**config.mk**
```make
export PLATFORM = sky130hd
export DESIGN_NAME = sram_arb_ctrl
export DESIGN_NICKNAME = d
export VERILOG_FILES = /design/src/rtl/sram_arb_ctrl.sv
export SDC_FILE = /design/constraint.sdc
export NUM_CORES = 1
export LEC_CHECK = 0
export ABC_AREA = 1
export CORE_MARGIN = 3
export CORE_UTILIZATION = 38
export CTS_CLUSTER_DIAMETER = 60
export CTS_CLUSTER_SIZE = 12
export DETAILED_ROUTE_END_ITERATION = 16
export PLACE_DENSITY = 0.76
export SYNTH_ARGS = -nofsm -noshare
export SYNTH_HDL_FRONTEND = slang
export SYNTH_SLANG_ARGS = --single-unit
```
**constraint.sdc**
```tcl
create_clock -name clk -period 1.3 [get_ports clk]
set_input_delay 0.13 -clock clk [delete_from_list [all_inputs] [get_ports clk]]
set_output_delay 0.13 -clock clk [all_outputs]
set_load 0.05 [all_outputs]
```
**src/rtl/sram_arb_ctrl.sv**
```systemverilog
// Round-robin two-port arbiter and strobe sequencer for the async SRAM controller.
// Read data RD_CYC+1 cycles after grant; write occupies WR_CYC+2 cycles; requesters hold req until ack.
module sram_arb_ctrl #(
  parameter int AW     = 17,
  parameter int DW     = 16,
  parameter int RD_CYC = 2,
  parameter int WR_CYC = 3
) (
  input  logic          clk,
  input  logic          reset_n,
  input  logic          p0_req,
  input  logic          p0_we,
  input  logic [AW-1:0] p0_addr,
  input  logic [DW-1:0] p0_wdata,
  input  logic [1:0]    p0_be_n,
  output logic          p0_ack,
  output logic [DW-1:0] p0_rdata,
  output logic          p0_rvalid,
  input  logic          p1_req,
  input  logic          p1_we,
  input  logic [AW-1:0] p1_addr,
  input  logic [DW-1:0] p1_wdata,
  input  logic [1:0]    p1_be_n,
  output logic          p1_ack,
  output logic [DW-1:0] p1_rdata,
  output logic          p1_rvalid,
  output logic [AW-1:0] mem_addr,
  output logic [DW-1:0] mem_din,
  input  logic [DW-1:0] mem_dout,
  output logic          mem_we_n,
  output logic          mem_oe_n,
  output logic [1:0]    mem_be_n
);

  generate
    if (RD_CYC < 1 || WR_CYC < 1) begin : g_bad_param
      $error("sram_arb_ctrl: RD_CYC and WR_CYC must both be >= 1");
    end
  endgenerate

  localparam int MAXC = (RD_CYC > WR_CYC) ? RD_CYC : WR_CYC;
  localparam int CW   = (MAXC > 1) ? $clog2(MAXC) : 1;
  localparam logic [CW-1:0] RD_LAST = CW'(RD_CYC - 1);
  localparam logic [CW-1:0] WR_LAST = CW'(WR_CYC - 1);

  typedef enum logic [2:0] {IDLE, RD, WSETUP, WPULSE, WHOLD} state_t;

  state_t          state_q, state_d;
  logic [CW-1:0]   cnt_q, cnt_d;
  logic            sel_q, sel_d;
  logic            rr_last_q, rr_last_d;
  logic            p0_ack_q, p0_ack_d, p1_ack_q, p1_ack_d;
  logic            p0_rvalid_q, p0_rvalid_d, p1_rvalid_q, p1_rvalid_d;
  logic [DW-1:0]   p0_rdata_q, p0_rdata_d, p1_rdata_q, p1_rdata_d;
  logic [AW-1:0]   mem_addr_q, mem_addr_d;
  logic [DW-1:0]   mem_din_q, mem_din_d;
  logic            mem_we_n_q, mem_we_n_d, mem_oe_n_q, mem_oe_n_d;
  logic [1:0]      mem_be_n_q, mem_be_n_d;
  logic            both_req, gnt_port;

  // Contention goes to the port that did not win the last contention.
  assign both_req = p0_req & p1_req;
  assign gnt_port = both_req ? ~rr_last_q : p1_req;

  always_comb begin
    state_d     = state_q;
    cnt_d       = cnt_q;
    sel_d       = sel_q;
    rr_last_d   = rr_last_q;
    p0_ack_d    = 1'b0;
    p1_ack_d    = 1'b0;
    p0_rvalid_d = 1'b0;
    p1_rvalid_d = 1'b0;
    p0_rdata_d  = p0_rdata_q;
    p1_rdata_d  = p1_rdata_q;
    mem_addr_d  = mem_addr_q;
    mem_din_d   = mem_din_q;
    mem_we_n_d  = mem_we_n_q;
    mem_oe_n_d  = mem_oe_n_q;
    mem_be_n_d  = mem_be_n_q;
    case (state_q)
      IDLE: begin
        if (p0_req || p1_req) begin
          sel_d    = gnt_port;
          cnt_d    = '0;
          p0_ack_d = ~gnt_port;
          p1_ack_d = gnt_port;
          if (both_req) rr_last_d = gnt_port;
          mem_addr_d = gnt_port ? p1_addr  : p0_addr;
          mem_din_d  = gnt_port ? p1_wdata : p0_wdata;
          mem_be_n_d = gnt_port ? p1_be_n  : p0_be_n;
          if (gnt_port ? p1_we : p0_we) begin
            state_d = WSETUP;
          end else begin
            state_d    = RD;
            mem_oe_n_d = 1'b0;
          end
        end
      end
      RD: begin
        if (cnt_q == RD_LAST) begin
          state_d    = IDLE;
          mem_oe_n_d = 1'b1;
          mem_be_n_d = 2'b11;
          if (sel_q) begin
            p1_rdata_d  = mem_dout;
            p1_rvalid_d = 1'b1;
          end else begin
            p0_rdata_d  = mem_dout;
            p0_rvalid_d = 1'b1;
          end
        end else begin
          cnt_d = cnt_q + CW'(1);
        end
      end
      WSETUP: begin
        state_d    = WPULSE;
        cnt_d      = '0;
        mem_we_n_d = 1'b0;
      end
      WPULSE: begin
        if (cnt_q == WR_LAST) begin
          state_d    = WHOLD;
          mem_we_n_d = 1'b1;
        end else begin
          cnt_d = cnt_q + CW'(1);
        end
      end
      WHOLD: begin
        state_d    = IDLE;
        mem_be_n_d = 2'b11;
      end
      default: begin
        state_d    = IDLE;
        mem_we_n_d = 1'b1;
        mem_oe_n_d = 1'b1;
        mem_be_n_d = 2'b11;
      end
    endcase
  end

  always_ff @(posedge clk or negedge reset_n) begin
    if (!reset_n) begin
      state_q     <= IDLE;
      cnt_q       <= '0;
      sel_q       <= 1'b0;
      rr_last_q   <= 1'b1;
      p0_ack_q    <= 1'b0;
      p1_ack_q    <= 1'b0;
      p0_rvalid_q <= 1'b0;
      p1_rvalid_q <= 1'b0;
      p0_rdata_q  <= '0;
      p1_rdata_q  <= '0;
      mem_addr_q  <= '0;
      mem_din_q   <= '0;
      mem_we_n_q  <= 1'b1;
      mem_oe_n_q  <= 1'b1;
      mem_be_n_q  <= 2'b11;
    end else begin
      state_q     <= state_d;
      cnt_q       <= cnt_d;
      sel_q       <= sel_d;
      rr_last_q   <= rr_last_d;
      p0_ack_q    <= p0_ack_d;
      p1_ack_q    <= p1_ack_d;
      p0_rvalid_q <= p0_rvalid_d;
      p1_rvalid_q <= p1_rvalid_d;
      p0_rdata_q  <= p0_rdata_d;
      p1_rdata_q  <= p1_rdata_d;
      mem_addr_q  <= mem_addr_d;
      mem_din_q   <= mem_din_d;
      mem_we_n_q  <= mem_we_n_d;
      mem_oe_n_q  <= mem_oe_n_d;
      mem_be_n_q  <= mem_be_n_d;
    end
  end

  assign p0_ack    = p0_ack_q;
  assign p1_ack    = p1_ack_q;
  assign p0_rvalid = p0_rvalid_q;
  assign p1_rvalid = p1_rvalid_q;
  assign p0_rdata  = p0_rdata_q;
  assign p1_rdata  = p1_rdata_q;
  assign mem_addr  = mem_addr_q;
  assign mem_din   = mem_din_q;
  assign mem_we_n  = mem_we_n_q;
  assign mem_oe_n  = mem_oe_n_q;
  assign mem_be_n  = mem_be_n_q;

endmodule
```
==> metrics <==
status complete, but fails checks; failing checks negative setup slack; required time of the critical path ~1.6 ns; Worst Max-Slew Pin Slew 0.351 ns; Port Buffers approximately 160; Nets roughly 700; Seq/Total Area, Yosys 0.550; total power 20400 µW; chip height around 100 µm; first-pass iteration count of the detailed router 4; Worst Setup EP mem_addr[13]; Mapped Nets 499; Final period util 1.03; # IOs ~170; DRT met1 WL roughly 4300 µm; worst r2r src state_q[2]; via count 3641; post-layout util 0.741; worst min-delay path class input pin to async pin; Die ar. around 11000 µm²; WS Path Type flop to flop; Static Leak approximately 0.0031 µW; Mapped Area roughly 3600 µm²; fraction of layout cells with a size suffix above 1 0.325; ant diodes 0; buffer type at the clock tree root clkbuf_8; reg2reg end mem_addr[13]; DR iter-0 viols about 150; Reg2Reg Setup Slack -0.04 ns; Post-route DRC 0; synth unique cells 26; antenna viol nets, final 0; maxcap violations 0; Synth Warn # 0; H-Tree Depth 3; clock latency on the worst-skew pair approximately 0.36 ns; RSZ-0062 raised after global routing true; CP Launch Type flop; antenna violations before repair 0; PD cells 2970 nW/µm²; die width approximately 100 µm; grt ovf 0; fmax approximately 750 MHz; worst hold slack 0.231 ns; R2R cell count 7; final hold vios 0; pre-CTS setup slack -0.313 ns; met3 wire length just under 800 µm; Peak supply drop ~1.4 mV; Area growth syn-to-layout 88.4%; total wire length 11600 µm; minimum clock period about 1.3 ns; via/cell ratio a little under 5; Final Wtd Congestion 0.860; WL met2 between 6000 and 7000 µm; relative slew slack 0.765; pin count of the biggest net entering global routing 37; most common cell after layout, fill and taps aside o21ai_1; Worst-path clk slew around 0.090 ns; row cnt 35; Crit. End Element flop; post-synthesis instance total 405; setup TNS -0.276 ns; number of CTS-inserted buffers 9; Max Slew Vio Count 0; final setup margin -0.0362 ns; Initial Util 0.393; Clock Path Buffers 2; syn_area_per_cell 9.01 µm²; most frequent cells in the layout o21ai_1 (101), clkdlybuf4s50_1 (90), buf_12 (79); vias in the first global route roughly 3600; core area slightly above 9000 µm²; detailed placement HPWL 8620 µm; Synth Register Bits 80; GRT Total Usage 0.207; Sink Count 80; Crit Path Max Fanout 9; Avg WL per Cell 15.7 µm; top routing layer in use met4; CP Data Arrival Time about 1.6 ns; Clock Skew between 0.008 and 0.009 ns; CP startpoint state_q[2]; CTS tree built; first-pass GRT wire length between 15000 and 20000 µm; Final setup violation count 27
==> metal layers <==
metal,vias to the layer above,GRT usage
met4,0,0.0779
met1,1754,0.224
li1,1739,-
met5,-,0
met3,22,0.0627
met2,126,0.379
==> registers in the layout (all words and copies together), names as in the netlist <==
register and flops:
mem_addr 17, mem_din 16, p0_rdata 16, p1_rdata 16, state_q 3, cnt_q 2
mem_be_n 2, mem_oe_n 1, mem_we_n 1, p0_ack 1, p0_rvalid 1, p1_ack 1
p1_rvalid 1, rr_last_q 1, sel_q 1
==> timing repair <==
action,4_1_cts,5_1_grt
setup buffers,4,5
hold buffers,1,0
gates resized for setup,44,53
hold endpoints to repair,64,0
endpoints found under the setup margin,77,76
cloned,0,1
pin swaps,4,7
==> where the power goes <==
group	switching [µW]	internal [µW]	leakage, µW
Clock	1000	907	0.0000929
Combinational	7040	6340	0.00204
Sequential	1350	3790	0.000957
==> cell usage after synthesis <==
master | instances | area [µm²]
a21oi_1 | 4 | 20.0
buf_2 | 6 | 30.0
buf_6 | 9 | 101
clkbuf_1 | 7 | 26.3
clkbuf_2 | 1 | 5.00
dfrtp_1 | 75 | 1880
dfstp_2 | 5 | 131
ha_1 | 2 | 25.0
inv_1 | 27 | 101
inv_2 | 4 | 15.0
inv_8 | 1 | 11.3
nand2_1 | 63 | 236
nand2_4 | 2 | 22.5
nand3_1 | 7 | 35.0
nand3_2 | 2 | 20.0
nand3_4 | 1 | 17.5
nand3b_1 | 1 | 7.51
nand4_1 | 2 | 12.5
nor2_1 | 44 | 165
nor2_4 | 2 | 22.5
nor2_8 | 2 | 40.0
nor3_1 | 1 | 5.00
o21ai_0 | 55 | 275
o21ai_1 | 72 | 360
o21ai_2 | 9 | 78.8
o21bai_1 | 1 | 7.51
==> cell type report <==
cell class,instances,area (µm²)
inverters,32,135
fillers,633,2410
clock buffers,9,124
well taps,129,161
clock inverters,7,78.8
flip-flops and latches,80,2010
repair buffers,211,2870
multi-input cells,270,1500
==> worst min path at each step <==
stage,to,from,cells past startpoint,slack (ns)
finish,p1_rdata[0],reset_n,2,0.23
global route,mem_din[15],reset_n,2,0.25
CTS,p0_rdata[0],reset_n,2,0.22
detailed placement,p0_rdata[0],reset_n,1,0.05
global placement,p0_rdata[0],reset_n,1,0.05
floorplan,cnt_q[0],reset_n,0,-0.17
==> kinds of logic after synthesis <==
group                    synth area share
AO/OA/AOI/OAI                       0.203
AND/OR/NAND/NOR                     0.160
flip-flops                          0.550
buffers and inverters              0.0795
adder cells (fa/ha/maj)           0.00686
==> stage by stage <==
stage / std cells / area [µm²]
after floorplan: 405 / 3650
after global placement: 712 / 6350
after detailed placement: 712 / 6350
after CTS: 733 / 6690
after global routing: 738 / 6880
final: 738 / 6880
==> critical path: stages, from the launching register on <==
cell and delay (ns):
dfrtp_2 0.46, buf_12 0.14, nor2_8 0.13, inv_8 0.05, nor2_8 0.13, buf_6 0.15, o21ai_1 0.06, o21ai_1 0.14
No activity file was read; power rests on OpenSTA's default activity.
